===== config.mk =====
export PLATFORM = sky130hd
export DESIGN_NAME = uart_rx
export DESIGN_NICKNAME = d
export VERILOG_FILES = /design/src/rtl/uart_pkg.sv /design/src/rtl/sync_2ff.sv /design/src/rtl/uart_rx.sv
export SDC_FILE = /design/constraint.sdc
export NUM_CORES = 1
export LEC_CHECK = 0
export ABC_AREA = 1
export BUFFER_PORTS_ARGS = -buffer_cell sky130_fd_sc_hd__buf_4
export CAP_MARGIN = 20
export CORE_AREA = 2 2 46 56
export CTS_CLUSTER_DIAMETER = 40
export DETAILED_ROUTE_END_ITERATION = 12
export DIE_AREA = 0 0 48 58
export PLACE_DENSITY = 0.78
export SYNTH_ARGS = -nofsm -noshare
export SYNTH_HDL_FRONTEND = slang
export SYNTH_SLANG_ARGS = --single-unit

===== constraint.sdc =====
create_clock -name clk_100MHz -period 2.72 [get_ports clk_100MHz]
set_input_delay 0.272 -clock clk_100MHz [delete_from_list [all_inputs] [get_ports clk_100MHz]]
set_output_delay 0.272 -clock clk_100MHz [all_outputs]
set_load 0.02 [all_outputs]

===== src/rtl/uart_pkg.sv =====
// Shared UART definitions: FSM state encoding, oversampling ratio and frame defaults,
// common to the receiver and the transmitter.
package uart_pkg;
    localparam int OVERSAMPLE  = 16;
    localparam int DBIT_DEF    = 8;
    localparam int SB_TICK_DEF = 16;

    typedef enum logic [1:0] {
        IDLE  = 2'b00,
        START = 2'b01,
        DATA  = 2'b10,
        STOP  = 2'b11
    } uart_state_t;
endpackage


===== src/rtl/sync_2ff.sv =====
// Two-flop synchronizer for a single asynchronous bit, with a configurable reset value.
module sync_2ff #(
    parameter logic RST_VAL = 1'b1
) (
    input  logic clk_100MHz,
    input  logic rst,
    input  logic d,
    output logic q
);
    logic meta;

    always_ff @(posedge clk_100MHz) begin
        if (rst) begin
            meta <= RST_VAL;
            q    <= RST_VAL;
        end else begin
            meta <= d;
            q    <= meta;
        end
    end
endmodule


===== src/rtl/uart_rx.sv =====
// UART receiver: 16x oversampled, LSB first, no parity; samples each bit at its centre
// and reports the byte, a one-cycle done pulse and a stop-bit framing error.
module uart_rx
    import uart_pkg::*;
#(
    parameter int DBIT    = DBIT_DEF,
    parameter int SB_TICK = SB_TICK_DEF
) (
    input  logic            clk_100MHz,
    input  logic            rst,
    input  logic            rx,
    input  logic            s_tick,
    output logic [DBIT-1:0] dout,
    output logic            rx_done_tick,
    output logic            frame_err
);
    localparam int NW = (DBIT > 1) ? $clog2(DBIT) : 1;

    logic rx_s;

    sync_2ff #(.RST_VAL(1'b1)) u_sync (
        .clk_100MHz (clk_100MHz),
        .rst        (rst),
        .d          (rx),
        .q          (rx_s)
    );

    uart_state_t     state, state_n;
    logic [3:0]      s, s_n;
    logic [NW-1:0]   n, n_n;
    logic [DBIT-1:0] b, b_n;
    logic [DBIT-1:0] dout_n;
    logic            frame_err_n;
    logic            done_n;

    always_comb begin
        state_n     = state;
        s_n         = s;
        n_n         = n;
        b_n         = b;
        dout_n      = dout;
        frame_err_n = frame_err;
        done_n      = 1'b0;
        case (state)
            IDLE: begin
                if (!rx_s) begin
                    state_n = START;
                    s_n     = '0;
                end
            end
            START: begin
                if (s_tick) begin
                    if (s == 4'd7) begin
                        // A start bit that is gone by mid-bit is a glitch, not a frame.
                        if (!rx_s) begin
                            state_n = DATA;
                            s_n     = '0;
                            n_n     = '0;
                        end else begin
                            state_n = IDLE;
                        end
                    end else begin
                        s_n = s + 4'd1;
                    end
                end
            end
            DATA: begin
                if (s_tick) begin
                    if (s == 4'd15) begin
                        s_n = '0;
                        b_n = {rx_s, b[DBIT-1:1]};
                        n_n = n + 1'b1;
                        if (n == NW'(DBIT - 1))
                            state_n = STOP;
                    end else begin
                        s_n = s + 4'd1;
                    end
                end
            end
            STOP: begin
                if (s_tick) begin
                    if (s == 4'(SB_TICK - 1)) begin
                        state_n     = IDLE;
                        dout_n      = b;
                        frame_err_n = ~rx_s;
                        done_n      = 1'b1;
                    end else begin
                        s_n = s + 4'd1;
                    end
                end
            end
            default: state_n = IDLE;
        endcase
    end

    always_ff @(posedge clk_100MHz) begin
        if (rst) begin
            state        <= IDLE;
            s            <= '0;
            n            <= '0;
            b            <= '0;
            dout         <= '0;
            frame_err    <= 1'b0;
            rx_done_tick <= 1'b0;
        end else begin
            state        <= state_n;
            s            <= s_n;
            n            <= n_n;
            b            <= b_n;
            dout         <= dout_n;
            frame_err    <= frame_err_n;
            rx_done_tick <= done_n;
        end
    end
endmodule

**Yosys cells after proc, flatten, opt, wreduce, memory -nomap -nowiden**

Cells that the tools add are included.

- Add/subtract/negate cells: 2
- Equal/unequal tests: 16
- Mux-type cells: 25
- Bitwise gates (word level): 3
- Reductions and logical operators: 8

Operators with widths:

| operator | count |
|---|---|
| $mux 4 | 7 |
| $ne 2x2->1 const B | 10 |
| $mux 2 | 9 |
| $pmux 4 s4 | 1 |
| $mux 3 | 5 |
| $pmux 2 s4 | 1 |
| $reduce_and 8->1 | 1 |
| $pmux 3 s2 | 1 |
| $reduce_and 3->1 | 2 |
| $reduce_and 6->1 | 1 |
| $add 4x1->4 const B | 1 |
| $eq 2x2->1 const B | 2 |
| $eq 4x3->1 const B | 1 |
| $eq 4x4->1 const B | 1 |
| $reduce_and 4->1 | 1 |
| $add 3x1->3 const B | 1 |
| $eq 3x3->1 const B | 1 |
| $not 1->1 | 3 |
| $reduce_or 3->1 | 1 |
| $eq 2x1->1 const B | 1 |
| $logic_not 2->1 | 1 |
| $reduce_bool 2->1 | 1 |
| $mux 1 | 1 |

- Flip-flop bits (word level): 29
- Input port bits: 4
- Output and inout port bits: 10
- Logic and storage cells: 63

**Longest topological paths before layout**

- Depth after elaboration: 5
- Mapped depth: 10
- Depth with buffers taken out: 9

**Hierarchy**

From an unflattened synthesis, not the netlist that was laid out.

- Cells, all modules: 177
- Area total of the unflattened synthesis: 1316.3 um^2

By module, submodules not included:

| module | times used | cells each | area each (um^2) | sequential area each (um^2) |
|---|---|---|---|---|
| uart_rx | 1 | 170 | 1257.5 | 540.5 |
| sync_2ff | 1 | 7 | 58.8 | 40.0 |

**Least setup slack after synthesis**

Ideal clock, no wire load.

- Path type: register to register
- From: reg s[0]
- To: reg b[0]
- Setup time: 0.116 ns
- Arrival time: 1.182 ns
- Data required time: 2.604 ns
- Setup slack: 1.422 ns
- Cell stages (with the launch flop): 7
- Path buffers: 0
- Cell sequence: dfxtp_1 > ha_1 > nand3_4 > nor3_4 > inv_2 > nor2_1 > nor2_1

- Cells in the longest elaborated chain, start to end: 2

RTL lines:

| element | RTL line | text |
|---|---|---|
| start, declared | uart_rx.sv:29 | `logic [3:0] s, s_n;` |
| start signal, assigned | uart_rx.sv:107 | `s <= s_n;` |
| $eq 4x4->1 | uart_rx.sv:69 | `if (s == 4'd15) begin` |
| $reduce_and 3->1 (no line) | -- |  |
| end signal, assigned | uart_rx.sv:109 | `b <= b_n;` |
| end, declared | uart_rx.sv:31 | `logic [DBIT-1:0] b, b_n;` |

No other way between the ends.
A chain may end at the register's enable or synchronous reset.

**Final worst setup path**

- From: reg s[0]
- To: reg dout[7]

- Cells in the longest elaborated chain, start to end: 2

RTL lines:

| element | RTL line | text |
|---|---|---|
| $eq 4x4->1 | uart_rx.sv:82 | `if (s == 4'(SB_TICK - 1)) begin` |
| $reduce_and 3->1 (no line) | -- |  |
| end signal, assigned | uart_rx.sv:110 | `dout <= dout_n;` |
| end, declared | uart_rx.sv:13 | `output logic [DBIT-1:0] dout,` |

No other way between the ends.

==> impl_metrics.csv <==
group,metric,value,unit
run_status,outcome,"finished clean",
worst_hold_path,hp-class,"primary input to flop",
clock_tree,ctsResizeCount,0,
floorplanning,num_rows,19,
logic_synthesis,synth_cells,176,
finish,flow.area_growth_from_synthesis,12.52,%
critical_path,timing.critical_path.to_type,"flop",
detailed_routing,via_per_inst,5.175,
finish,filler_cell_count,205,
detailed_routing,drt_first_pass_iters,4,
floorplanning,io_pins,14,
sta,setup_total_negative_slack,0,ps
place,dp_hpwl,1.821,mm
power_and_ir_drop,comb_power_share,11.6,%
global_routing,gr-total-overflow,0,
detailed_routing,number_of_violations_reported_at_the_end_of_detailed_routing_iteration_0,25,
finish,final_util,63.71,%
critical_path,critical_path.max_fanout,11,
run,max_cap_violations,0,
power_and_ir_drop,pwr_total,797.9,uW
place,io_buffers,13,
floorplanning,chipHeight,58,um
logic_synthesis,post_synth.cell_area_avg,7.265,um^2
finish,finish.net_count,199,
clock_tree,clock_latency_late_sink,330,ps
clock_tree,post_cts_hold_buffer_count,0,
power_and_ir_drop,peakVddDrop,0.3477,mV
logic_synthesis,ys_seq_area_share,45.40,%
power_and_ir_drop,power_switching,210.9,uW
finish,diodes,0,
clock_tree,postCtsSetupBuffers,0,
logic_synthesis,yosys_warnings,0,
sta,max_clock_freq,622.0,MHz
finish,final-seq-area,580.6,um^2
sta,fin_skew,12.74,ps
critical_path,required,2930,ps
power_and_ir_drop,power_density,554.5,nW/um^2
sta,timing.final.hold_violations,0,
global_routing,global_route.usage.total,21.58,%
logic_synthesis,postSynthRegisterBits,29,
global_routing,number_of_antenna_violations_at_the_first_check_in_global_routing,0,
global_routing,grt_start_max_net_pins,26,
critical_path,timing.critical_path.arrival,1820,ps
clock_tree,clock_tree.root_cell,"sky130_fd_sc_hd__clkbuf_4",
place,gp_congestion,0.9552,
finish,drive_gt1_share,16.15,%
power_and_ir_drop,seq_power_share,56.1,%
sta,rsz0062_at_grt,"no",
clock_tree,cts_buffers,5,
floorplanning,die_width,48,um
global_routing,first_pass_grt_wire_length,4.167,mm
sta,timing.final.max_slew_violations,0,
power_and_ir_drop,p_leak,0.0007142,uW
detailed_routing,route.antenna.remaining_nets,0,
logic_synthesis,synth_area,1279,um^2
floorplanning,overall_die_area,2784,um^2
clock_tree,ctsHtreeMaxLevel,2,
detailed_routing,detail_route.drc_violations,0,
sta,slew_headroom,58.85,%
sta,worst_slew_pin_slew,616.6,ps
critical_path,type_of_the_worst_setup_path,"flop to flop",
clock_tree,clock_sink_count,29,
clock_tree,clk_pin_slew,90,ps
sta,finalSetupViolCount,0,
sta,worst_hold_slack,131.7,ps
clock_tree,ctsLongestPathBuffers,2,
detailed_routing,route.vias.total,1154,
critical_path,start_kind,"flop",
logic_synthesis,synth_fp_nets,183,
global_routing,grt_pass1_vias,1066,
power_and_ir_drop,share_clk_of_total_power,32.2,%
clock_tree,cts_tree,"done",
sta,final_period_minus_worst_setup_slack,1608,ps
sta,min_period_over_period,59.10,%
detailed_routing,wl,2.447,mm
finish,multi_input_gate_area,614.3,um^2
logic_synthesis,yosysUniqueCellTypes,21,
power_and_ir_drop,power.switching_fraction,26.43,%
power_and_ir_drop,internal-power,587.0,uW
floorplanning,core_area,2258,um^2
detailed_routing,route.detailed.wl_per_inst,10.97,um
floorplanning,floorplan.initialDensity,56.62,%
-- sequential cells by signal, indices dropped and copies added (netlist names), named ones only --
| signal | count |
|---|---|
| b | 8 |
| dout | 8 |
| frame_err | 1 |
| n | 3 |
| rx_done_tick | 1 |
| s | 4 |
| state | 1 |
| u_sync.meta | 1 |
| u_sync.q | 1 |
-- path summary, 6_finish.rpt --
| kind | slack (ps) | cells after the start | startpoint | to |
|---|---|---|---|---|
| max | 1110 | 8 | s[0]$_SDFFE_PP0P_ | dout[7]$_SDFFE_PP0P_ |
| min | 130 | 2 | rst | s[1]$_SDFFE_PP0P_ |
| max reg2reg | 1110 | 8 | s[0]$_SDFFE_PP0P_ | dout[7]$_SDFFE_PP0P_ |
| min reg2reg | 410 | 1 | u_sync.meta$_SDFF_PP1_ | u_sync.q$_SDFF_PP1_ |
-- through the flow --
step / setup WS (ps) / std cells / area [um^2]
floorplan: 1422 / 176 / 1279
global placement: 1230 / 216 / 1384
detailed placement: 1136 / 216 / 1384
CTS: 1110 / 223 / 1439
global route: 921.1 / 223 / 1439
finish: 1112 / 223 / 1439
-- placed cells by master (no fill, tap or decap), types with 2 or more instances in the layout --
cell type | Yosys | layout
sky130_fd_sc_hd__clkbuf_4 | 0 | 5
sky130_fd_sc_hd__o21ai_1 | 2 | 2
sky130_fd_sc_hd__dfxtp_1 | 29 | 29
sky130_fd_sc_hd__nand2_1 | 33 | 33
sky130_fd_sc_hd__inv_1 | 11 | 11
sky130_fd_sc_hd__nor2_1 | 46 | 46
sky130_fd_sc_hd__inv_2 | 3 | 3
sky130_fd_sc_hd__or2_2 | 3 | 3
sky130_fd_sc_hd__nand2_2 | 2 | 2
sky130_fd_sc_hd__nand3_1 | 11 | 11
sky130_fd_sc_hd__a21oi_1 | 8 | 8
sky130_fd_sc_hd__ha_1 | 3 | 3
sky130_fd_sc_hd__buf_4 | 0 | 13
sky130_fd_sc_hd__o21ai_0 | 15 | 15
-- synthesized netlist by cell type (all sizes together) --
master / instances / area share (%)
buf: 3 / 2.2
dfxtp: 29 / 45
nor3: 1 / 1.3
a21oi: 8 / 3.1
or2: 3 / 1.5
ha: 3 / 2.9
nor2: 47 / 14
nand2: 35 / 11
o21ai: 18 / 7.3
nand4: 1 / 0.49
clkbuf: 1 / 0.29
nand3: 12 / 5.7
inv: 14 / 4.1
xor2: 1 / 0.69
-- worst max-delay path, cell delays in order (launching register included) --
cell and delay, ps:
sky130_fd_sc_hd__dfxtp_1 390, sky130_fd_sc_hd__ha_1 290, sky130_fd_sc_hd__nand3_4 130, sky130_fd_sc_hd__inv_1 90
sky130_fd_sc_hd__nand2_2 70, sky130_fd_sc_hd__nor2_4 210, sky130_fd_sc_hd__inv_2 130, sky130_fd_sc_hd__nor2_1 110
sky130_fd_sc_hd__nor2_1 60
-- cells by family (layout without fill, tap and decap cells) --
group | count (synthesis) | count (layout) | share of synthesized area (%)
and+or+nand+nor | 99 | 99 | 33.95
DFF | 29 | 29 | 45.40
AOI/OAI and AO/OA | 26 | 26 | 10.47
buffers and inverters | 18 | 34 | 6.555
adders and majority gates | 3 | 3 | 2.936
xor gates and xnor gates | 1 | 1 | 0.6851
-- cell type report --
type                            instances  share of cell area (%)
Clock buffer                            7                   3.826
Inverter                               14                   3.652
Multi-Input combinational cell        129                   42.70
Sequential cell                        29                   40.35
Tap cell                               31                   2.696
Timing Repair Buffer                   13                   6.783
-- power by group through the flow --
| stage | Combinational, uW | Sequential, uW | Clock (uW) |
|---|---|---|---|
| finish | 92.7 | 448 | 257 |
| global route | 107 | 450 | 284 |
| CTS | 91.8 | 448 | 270 |
| detailed placement | 91.5 | 458 | 0 |
| global placement | 86.9 | 457 | 0 |
| floorplan | 82.8 | 451 | 0 |
-- per-layer routing --
metal,vias to the layer above,routed length (um),global-route usage (%)
li1,595,-,-
met1,528,1022,23.21
met2,22,1242,35.24
met3,9,109,9.346
met4,0,72,9.653
met5,-,0,0
Note: power is estimated with default switching activity, not from simulation.
